==> src/rtl/matrix_pkg.sv <==
// Shared constants, FSM state type and element slot addressing for the 2x2 matrix datapath.
package matrix_pkg;

  localparam int unsigned ELEM_W  = 16;
  localparam int unsigned MAT_DIM = 2;
  localparam int unsigned MAT_W   = MAT_DIM * MAT_DIM * ELEM_W;

  typedef enum logic [1:0] {
    StLoad,
    StCompute,
    StOutput
  } state_e;

  // Row-major packing: element (r,c) starts at bit elem_w*(MAT_DIM*r+c).
  function automatic int unsigned slot_lo(input int unsigned r, input int unsigned c,
                                          input int unsigned elem_w = ELEM_W);
    return elem_w * (MAT_DIM * r + c);
  endfunction

endpackage

==> src/rtl/matrix_slot_reg.sv <==
// One packed 2x2 operand register; a write loads a single element into the addressed slot.
module matrix_slot_reg #(
  parameter int unsigned ElemW = 16
) (
  input  logic               clk,
  input  logic               reset,
  input  logic               we,
  input  logic [1:0]         slot,
  input  logic [ElemW-1:0]   wdata,
  output logic [4*ElemW-1:0] q
);
  import matrix_pkg::*;

  logic [4*ElemW-1:0] r_q;

  always_ff @(posedge clk) begin
    if (reset) begin
      r_q <= '0;
    end else if (we) begin
      for (int unsigned r = 0; r < MAT_DIM; r++) begin
        for (int unsigned c = 0; c < MAT_DIM; c++) begin
          if (slot == 2'(MAT_DIM * r + c)) begin
            r_q[slot_lo(r, c, ElemW) +: ElemW] <= wdata;
          end
        end
      end
    end
  end

  assign q = r_q;

endmodule

==> src/rtl/matrix_stream_loader.sv <==
// Streams eight elements into the A/B operand buses of the external 2x2 multiplier and
// holds its product for a downstream valid/ready consumer.
module matrix_stream_loader #(
  parameter int unsigned ELEM_W = 16
) (
  input  logic                clk,
  input  logic                reset,
  input  logic                in_valid,
  output logic                in_ready,
  input  logic [ELEM_W-1:0]   in_data,
  output logic [4*ELEM_W-1:0] mm_a,
  output logic [4*ELEM_W-1:0] mm_b,
  input  logic [4*ELEM_W-1:0] mm_o,
  output logic                out_valid,
  input  logic                out_ready,
  output logic [4*ELEM_W-1:0] out_data
);
  import matrix_pkg::*;

  state_e              r_state;
  state_e              w_state_next;
  logic [2:0]          r_idx;
  logic [4*ELEM_W-1:0] r_out_data;
  logic                w_hs;
  logic                w_last_hs;

  assign w_hs      = in_valid & in_ready;
  assign w_last_hs = w_hs & (r_idx == 3'd7);

  always_ff @(posedge clk) begin
    if (reset) begin
      r_state <= StLoad;
    end else begin
      r_state <= w_state_next;
    end
  end

  always_comb begin
    w_state_next = r_state;
    unique case (r_state)
      StLoad:    if (w_last_hs) w_state_next = StCompute;
      StCompute: w_state_next = StOutput;
      // A final element can only be taken here with out_ready high, so the result is consumed.
      StOutput: begin
        if (w_last_hs) begin
          w_state_next = StCompute;
        end else if (out_ready) begin
          w_state_next = StLoad;
        end
      end
      default:   w_state_next = StLoad;
    endcase
  end

  always_comb begin
    in_ready  = 1'b0;
    out_valid = 1'b0;
    unique case (r_state)
      StLoad:    in_ready = 1'b1;
      StCompute: in_ready = 1'b0;
      StOutput: begin
        out_valid = 1'b1;
        in_ready  = (r_idx != 3'd7) | out_ready;
      end
      default:   in_ready = 1'b0;
    endcase
  end

  always_ff @(posedge clk) begin
    if (reset) begin
      r_idx <= '0;
    end else if (w_hs) begin
      r_idx <= r_idx + 3'd1;
    end
  end

  // Operands are frozen during COMPUTE, so mm_o has settled by the capturing edge.
  always_ff @(posedge clk) begin
    if (reset) begin
      r_out_data <= '0;
    end else if (r_state == StCompute) begin
      r_out_data <= mm_o;
    end
  end

  assign out_data = r_out_data;

  matrix_slot_reg #(
    .ElemW (ELEM_W)
  ) u_slot_a (
    .clk   (clk),
    .reset (reset),
    .we    (w_hs & ~r_idx[2]),
    .slot  (r_idx[1:0]),
    .wdata (in_data),
    .q     (mm_a)
  );

  matrix_slot_reg #(
    .ElemW (ELEM_W)
  ) u_slot_b (
    .clk   (clk),
    .reset (reset),
    .we    (w_hs & r_idx[2]),
    .slot  (r_idx[1:0]),
    .wdata (in_data),
    .q     (mm_b)
  );

endmodule

==> config.mk <==
export PLATFORM = sky130hd
export DESIGN_NAME = matrix_stream_loader
export DESIGN_NICKNAME = d
export VERILOG_FILES = /design/src/rtl/matrix_pkg.sv /design/src/rtl/matrix_slot_reg.sv /design/src/rtl/matrix_stream_loader.sv
export SDC_FILE = /design/constraint.sdc
export NUM_CORES = 1
export LEC_CHECK = 0
export CORE_ASPECT_RATIO = 1.2
export CORE_MARGIN = 5
export CORE_UTILIZATION = 47
export CTS_BUF_LIST = sky130_fd_sc_hd__clkbuf_16
export CTS_CLUSTER_DIAMETER = 150
export DETAILED_ROUTE_END_ITERATION = 10
export PLACE_DENSITY = 0.92
export RECOVER_POWER = 50
export SLEW_MARGIN = 20
export SYNTH_ARGS = -nofsm -noshare
export SYNTH_HDL_FRONTEND = slang
export SYNTH_HIERARCHICAL = 1
export SYNTH_SLANG_ARGS = --single-unit
==> constraint.sdc <==
create_clock -name clk -period 6.68 [get_ports clk]
set_clock_uncertainty 0.15 [all_clocks]
set_input_delay 0.668 -clock clk [delete_from_list [all_inputs] [get_ports clk]]
set_output_delay 0.668 -clock clk [all_outputs]
set_load 0.02 [all_outputs]
==> flow_metrics.tcl, run 1 <==
set metrics [dict create \
    std_cell_rows 51 \
    setup_viol_count_final 0 \
    drtPass1Iterations 4 \
    cap_violations 1 \
    die_x_um 126 \
    cts-buffers-inserted 17 \
    fillers 1224 \
    cts_tree "yes" \
    critPathRequiredTime_ps 6870 \
    crit_chain "ha_1, ha_1, and3b_1, nor3b_1, nor2b_1, nand3b_1, mux2i_1" \
    final_common_cell "dfxtp_1" \
    synthesis.instances 763 \
    vias 6093 \
    status "finished, violations left" \
    violations "capacitance limit, slew limit" \
    seq_area_frac_synth 0.519 \
    hold_path_depth 2 \
    cp_common_cell "ha_1" \
    hold_viol 0 \
    postCtsSetupBuffers 0 \
    core_um2 16100 \
    antenna_left 0 \
    root_buffer "clkbuf_16" \
    powerDensity_nw_per_um2 217 \
    antenna_found_initial 0 \
    port_buffers 277 \
    die-area_um2 18800 \
    post_drt_wl_per_cell_um 17.6 \
    final_cell_count_no_fill 1237 \
    gp_congestion 0.846 \
    report.final.slew_viol_count 66 \
    startpoint_type "flop" \
    htreeDepth 4 \
    rsz0062_at_grt "no" \
    cp_max_fo 16 \
    grt_pass1_vias 6144 \
    synth_nets 849 \
    drcViolationCount 0 \
    drive_gt1_frac 0.0390 \
    rr_startpoint "r_idx[0]" \
    clk_pin_slew_ps 70 \
    layout_common_cells "dfxtp_1 (197), nand2b_1 (165), clkdlybuf4s50_1 (150)" \
    post-route-min-period_ps 3560 \
    fin_crit_sh 0.532 \
    ys_ff_latch 197 \
    hp-start "out_data[61]" \
    cellLeakagePower_uw 0.00481 \
    syn_area_per_cell_um2 9.96 \
    max_stage_delay_ps 770 \
    finalWirelength_um 21800 \
    reg2reg_to "u_slot_a/q[44]" \
    fp.dieH_um 149 \
    ir_drop_uv 177 \
    start_util 0.473 \
    num_io_pins 278 \
    clock-sinks 197 \
    fin_tns_setup_ps 0 \
    crit_family "simple AND/OR/NAND/NOR gates" \
    yosys_warnings 6 \
    crit_buf_inv 0 \
    worst_pin_slew_ps 2780 \
    grt_pass1_wl_um 33300 \
    placed_cells 1204 \
    fin_nets 1098 \
    r2r.worst_path.cells 7 \
    gr-total-overflow 0 \
    post_cts_resized 0 \
    slew_headroom -0.855 \
    end_kind "flop" \
    grt_usage 0.224 \
    syn_to_final_growth_pct 43.8 \
    min_to "out_data[61]" \
    hold_buffers 0 \
    rrSetupSlack_ps 3120 \
    clk_latency_ps 420 \
    ys_types 23 \
    cp_slowest_cell "nand3b_1" \
    critical_path_class "reg2reg" \
    cp_data_arrival_time_ps 3750 \
    grt_max_degree 97 \
    cts_buffer_depth 2 \
    max_freq_mhz 281 \
    min_path_type "reg2reg" \
    diodes 0 \
    drt-initial-drc-count 333 \
    dp_hpwl_um 15500 \
    syn_area_um2 7600 \
    vias_per_cell 4.93 \
]
==> state kept, by name, summed over array words and instances, names as in the netlist <==
register	count
r_state	2
out_data	64
r_idx	3
u_slot_a/q	64
u_slot_b/q	64
==> layout make-up <==
class	count	area [µm²]	share of cell area
sequential	197	3940	0.361
multi-input combinational	514	3360	0.307
timing repair buffer	282	2810	0.257
clock buffer	17	425	0.0389
tap	212	265	0.0243
clock inverter	15	129	0.0118
==> worst reg2reg max path: stages (launching register included) <==
cell	delay (ps)
dfxtp_1	460
ha_1	280
ha_1	190
and3b_1	190
nor3b_1	630
nor2b_1	400
nand3b_1	770
mux2i_1	410
==> worst max-delay path by stage <==
stage / startpoint / to / cells past startpoint
after floorplan: r_idx[0] / u_slot_a/q[10] / 8
after global placement: out_ready / u_slot_a/q[42] / 6
after detailed placement: out_ready / u_slot_a/q[36] / 6
after CTS: r_idx[0] / u_slot_b/q[40] / 7
after global routing: r_idx[0] / u_slot_a/q[36] / 7
final: r_idx[0] / u_slot_a/q[44] / 7
==> per-stage QoR <==
| stage | total power (µW) | area [µm²] | utilization | setup WS (ps) | hold slack (ps) |
|---|---|---|---|---|---|
| after floorplan | 1330 | 7600 | - | 4200 | 324 |
| after global placement | 1430 | 10400 | 0.645 | 3290 | 291 |
| after detailed placement | 1430 | 10400 | 0.645 | 3190 | 295 |
| after CTS | 2400 | 10900 | 0.680 | 3380 | 305 |
| after global routing | 2460 | 10900 | 0.680 | 2710 | 318 |
| final | 2370 | 10900 | 0.680 | 3120 | 299 |
==> cells by family after synthesis <==
family,count (synthesis),share of synthesized area
mux,131,0.173
compound gates,65,0.0428
simple gates,316,0.223
fa+ha+maj,2,0.00329
flops,197,0.519
buf+inv,52,0.0392
==> routing by layer <==
metal,global-route usage,wire [µm],up-vias
met5,0,0,-
met4,0.104,743,0
met3,0.0634,1170,47
met2,0.378,10900,175
met1,0.265,8990,2878
li1,-,-,2993
==> report_power, final <==
| group | switching (µW) | leakage (µW) | internal, µW |
|---|---|---|---|
| clock network | 456 | 0.000274 | 516 |
| logic | 90.2 | 0.00294 | 106 |
| registers | 13.5 | 0.00159 | 1190 |
==> synth_stat cells <==
cell type  number  share of area
nor3b_1         2         0.0020
mux2i_1       130           0.17
a21oi_1        65          0.043
nor3b_4         1         0.0025
and2b_1         1        0.00099
dfxtp_1       197           0.52
and3b_2         2         0.0026
buf_6           9          0.013
nand3b_1        4         0.0040
and3b_1         2         0.0023
nand3_2         2         0.0026
buf_2          16          0.011
nand2b_1      166           0.14
clkbuf_1       21          0.010
mux2_1          1         0.0015
nor2b_1         3         0.0025
or3b_1          2         0.0023
nor2_1          2        0.00099
and2_1          1        0.00082
buf_1           2        0.00099
nand2_1       128          0.063
buf_4           4         0.0040
ha_1            2         0.0033
Power figures use the tool's default switching activity.
==> inputs of run 2 (changes only) <==
- CORE_UTILIZATION: 47 -> 45
- PLACE_DENSITY: 0.92 -> 0.89
- clock period: 6.68 -> 3.65 ns (I/O delays scaled with it)
==> run 2 against run 1 <==
Compared with the run above:
- the flow still finishes with violations (capacitance limit, slew limit)
- combinational power grew 84%
- die area up 4.1%
- fmax increased by 21%
- clock power grew 94%
- core utilization fell by 2.1 points
- non-clock buffer count rose by 2
- count of clock-buffer cells in the layout is the same
- critical path depth did not move
- flip-flop and latch count unchanged
- register-to-register slack got worse by 2400 ps
- worst setup slack worse by 2400 ps
- critical endpoint is now u_slot_a/q[9]
- largest power group unchanged
==> flow_metrics.tcl, run 2 (synthesis results as in run 1) <==
set metrics [dict create \
    status "finished, violations left" \
    violations "capacitance limit, slew limit" \
    fin_tns_setup_ps 0 \
    end_kind "flop" \
    max_stage_delay_ps 620 \
    cts_tree "yes" \
    final_common_cell "dfxtp_1" \
    syn_to_final_growth_pct 45.0 \
    clock-sinks 197 \
    std_cell_rows 52 \
    hold_buffers 0 \
    powerDensity_nw_per_um2 405 \
    fin_crit_sh 0.803 \
    critical_path_class "reg2reg" \
    cts_buffer_depth 2 \
    antenna_left 0 \
    root_buffer "clkbuf_16" \
    cellLeakagePower_uw 0.00492 \
    htreeDepth 4 \
    post-route-min-period_ps 2930 \
    setup_viol_count_final 0 \
    hold_viol 0 \
    cp_slowest_cell "or3b_1" \
    drive_gt1_frac 0.0439 \
    clk_latency_ps 420 \
    port_buffers 277 \
    grt_pass1_vias 6171 \
    crit_buf_inv 0 \
    cap_violations 1 \
    rsz0062_at_grt "no" \
    min_path_type "reg2reg" \
    crit_family "simple AND/OR/NAND/NOR gates" \
    slew_headroom -0.158 \
    fillers 1288 \
    fin_nets 1100 \
    ir_drop_uv 270 \
    grt_pass1_wl_um 33400 \
    gp_congestion 0.821 \
    critPathRequiredTime_ps 3840 \
    cp_common_cell "ha_1" \
    layout_common_cells "dfxtp_1 (197), nand2b_1 (166), dlygate4sd3_1 (149)" \
    num_io_pins 278 \
    grt_max_degree 94 \
    clk_pin_slew_ps 70 \
    vias_per_cell 4.88 \
    post_cts_resized 0 \
    drcViolationCount 0 \
    core_um2 16700 \
    drtPass1Iterations 6 \
    cp_max_fo 15 \
    antenna_found_initial 1 \
    worst_pin_slew_ps 1740 \
    post_drt_wl_per_cell_um 17.6 \
    cp_data_arrival_time_ps 3120 \
    dp_hpwl_um 15900 \
    power.total_uw 4460 \
    start_util 0.455 \
    finalWirelength_um 21800 \
    vias 6065 \
    startpoint_type "flop" \
    die-area_um2 19600 \
    die_x_um 129 \
    diodes 0 \
    crit_chain "ha_1, ha_1, and3b_1, nor3b_4, nor2b_1, or3b_1, mux2i_1" \
    gr-total-overflow 0 \
    fp.dieH_um 152 \
    report.final.slew_viol_count 47 \
    postCtsSetupBuffers 0 \
    drt-initial-drc-count 325 \
    max_freq_mhz 341 \
    cts-buffers-inserted 17 \
    grt_usage 0.218 \
]
## run 2: power by group
| group | switching [µW] | leakage, µW | internal [µW] | total [µW] |
|---|---|---|---|---|
| clock network | 866 | 0.000287 | 1030 | 1890 |
| registers | 24.5 | 0.00159 | 2180 | 2200 |
| logic | 167 | 0.00304 | 195 | 361 |
## run 2: area by class of cell
cell class	count	area, µm²	share of cell area
clock buffer	17	425	0.0386
timing repair buffer	284	2850	0.258
clock inverter	14	169	0.0153
sequential	197	3940	0.358
tap	216	270	0.0245
multi-input combinational	514	3370	0.306
## run 2: worst reg2reg max path, delay by kind of cell, from the launching register on
family,cells,cell delay (ps)
simple gates,4,1500
fa+ha+maj,2,460
mux,1,280
flops,1,450
## run 2: worst paths after layout
kind | startpoint | to | slack (ps) | cells after the start
max | r_idx[0] | u_slot_a/q[9] | 720 | 7
min | out_data[57] | out_data[57] | 300 | 2
max reg2reg | r_idx[0] | u_slot_a/q[9] | 720 | 7
min reg2reg | out_data[57] | out_data[57] | 300 | 2
## run 2: per-layer routing
layer	part of all wire	vias up	global-route usage
met3	0.079	46	0.0757
li1	-	2996	-
met1	0.38	2819	0.233
met5	0.00082	-	0
met2	0.51	202	0.384
met4	0.033	2	0.0915
## run 2: metrics by stage
| stage | instances | instance area, µm² | utilization | setup WS, ps | hold WS [ps] |
|---|---|---|---|---|---|
| finish | 1242 | 11000 | 0.659 | 720 | 302 |
| global route | 1242 | 11000 | 0.659 | 533 | 303 |
| CTS | 1242 | 11000 | 0.659 | 723 | 304 |
| detailed placement | 1211 | 10400 | 0.624 | 793 | 295 |
| global placement | 1211 | 10400 | 0.624 | 891 | 291 |
| floorplan | 763 | 7600 | - | 1170 | 324 |
==> inputs of run 3 (changes only) <==
- CORE_UTILIZATION: 45 -> 40
- PLACE_DENSITY: 0.89 -> 0.84
- clock period: 3.65 -> 2.6 ns (I/O delays scaled with it)
==> run 3 against run 2 <==
Compared with the run above:
- the run now ends clean
- sequential share of layout area decreased by 0.58 points
- sequential power increased by 40%
- largest cell class unchanged
- first-iteration DRC count decreased by 3.7%
- via count increased by 0.23%
- final cell count increased by 4.6%
- core utilization decreased by 6.3 points
- register-to-register slack got worse by 540 ps
- die area increased by 12%
- worst hold slack got worse by 81 ps
- combinational power increased by 46%
- largest power group unchanged
- critical path depth unchanged
==> flow_metrics.tcl, run 3 (synthesis results as in run 1) <==
set metrics [dict create \
    die_x_um 136 \
    p_seq_frac 0.494 \
    report.final.slew_viol_count 0 \
    powerDensity_nw_per_um2 557 \
    fillers 1599 \
    clk_latency_ps 420 \
    num_io_pins 278 \
    startpoint_type "flop" \
    root_buffer "clkbuf_16" \
    start_util 0.405 \
    power_frac_comb 0.084 \
    core_um2 18800 \
    grt_max_degree 119 \
    ir_drop_uv 406 \
    grt_usage 0.192 \
    grt_pass1_wl_um 32900 \
    cellLeakagePower_uw 0.00493 \
    p_sw_frac 0.255 \
    max_freq_mhz 414 \
    vias_per_cell 4.68 \
    cts_buffer_depth 2 \
    antenna_found_initial 2 \
    p_switching_uw 1590 \
    fin_crit_sh 0.930 \
    grt_pass1_vias 6114 \
    gp_congestion 0.822 \
    slew_headroom 0.139 \
    fin_tns_setup_ps 0 \
    drtPass1Iterations 4 \
    hold_buffers 0 \
    dp_hpwl_um 15800 \
    die-area_um2 21900 \
    clock-sinks 197 \
    clk_pin_slew_ps 80 \
    port_buffers 277 \
    end_kind "flop" \
    drt-initial-drc-count 313 \
    post-route-min-period_ps 2420 \
    post_drt_wl_per_cell_um 16.6 \
    status "completed" \
    syn_to_final_growth_pct 47.4 \
    regArea_um2 3940 \
    layout_common_cells "dfxtp_1 (197), nand2b_1 (165), clkdlybuf4s50_1 (143)" \
    intPower_uw 4650 \
    fp.dieH_um 161 \
    drcViolationCount 0 \
    gr-total-overflow 0 \
    hold_viol 0 \
    worst_pin_slew_ps 1290 \
    std_cell_rows 55 \
    drive_gt1_frac 0.0586 \
    rsz0062_at_grt "no" \
    cp_data_arrival_time_ps 2570 \
    antenna_left 0 \
    htreeDepth 4 \
    cap_violations 0 \
    vias 6079 \
    finalWirelength_um 21500 \
    power.total_uw 6240 \
    critical_path_class "reg2reg" \
    min_path_type "in2reg" \
    setup_viol_count_final 0 \
    multiInputGateArea_um2 3370 \
    cts_tree "yes" \
    fin_nets 1114 \
    p_clk_frac 0.421 \
    cp_max_fo 8 \
    critPathRequiredTime_ps 2750 \
    final_common_cell "dfxtp_1" \
    cts-buffers-inserted 17 \
]
## run 3: cell types whose count changed in the layout (fill, tap and decap cells not counted), moves of 3 or more
cell             delta
clkdlybuf4s50_1    +16
buf_4              +11
clkinv_8            +3
dlygate4sd3_1      -17
## run 3: through the flow
step	instances	setup WS [ps]	cell area [µm²]	hold slack, ps	utilization
3_5_place_dp	1265	128	10600	296	0.564
3_3_place_gp	1265	127	10600	291	0.564
2_1_floorplan	763	116	7600	246	-
5_1_grt	1299	25.4	11200	206	0.596
4_1_cts	1297	141	11200	198	0.596
6_report	1299	182	11200	221	0.596
## run 3: layout make-up
class / count / area share
tap: 256 / 0.0286
timing repair buffer: 298 / 0.264
multi-input combinational: 514 / 0.301
clock inverter: 15 / 0.0159
antenna: 2 / 0.000447
clock buffer: 17 / 0.0380
sequential: 197 / 0.352
## run 3: what timing repair did
item | in CTS | in global routing
buffers inserted | 0 | 0
endpoints found under the setup margin | 1 | 0
resized for setup | 1 | 0
## run 3: path summary, 6_finish.rpt
path                start  depth (start not counted)              to  slack [ps]
max              r_idx[0]                          7  u_slot_a/q[14]         180
min              mm_o[14]                          3    out_data[14]         220
max reg2reg      r_idx[0]                          7  u_slot_a/q[14]         180
min reg2reg  out_data[49]                          2    out_data[49]         300
## run 3: layer usage
layer,vias to the layer above,GRT usage,share of wire
li1,3016,-,-
met1,2846,0.229,0.41
met2,168,0.319,0.50
met3,49,0.0470,0.052
met4,0,0.0972,0.038
met5,-,0,0
## run 3: worst max-delay path, stage by stage, from the launching register on
cell and delay [ps]:
dfxtp_1 320, ha_1 200, ha_1 190, and3b_1 200
nor3b_4 260, nor2b_1 210, or3b_1 570, mux2i_1 190
## run 3: power groups by stage
stage,registers [µW],clock network (µW),logic [µW]
global route,3090,2830,561
detailed placement,3160,0,537
floorplan,3210,0,198
finish,3090,2630,527
CTS,3090,2710,541
global placement,3160,0,533
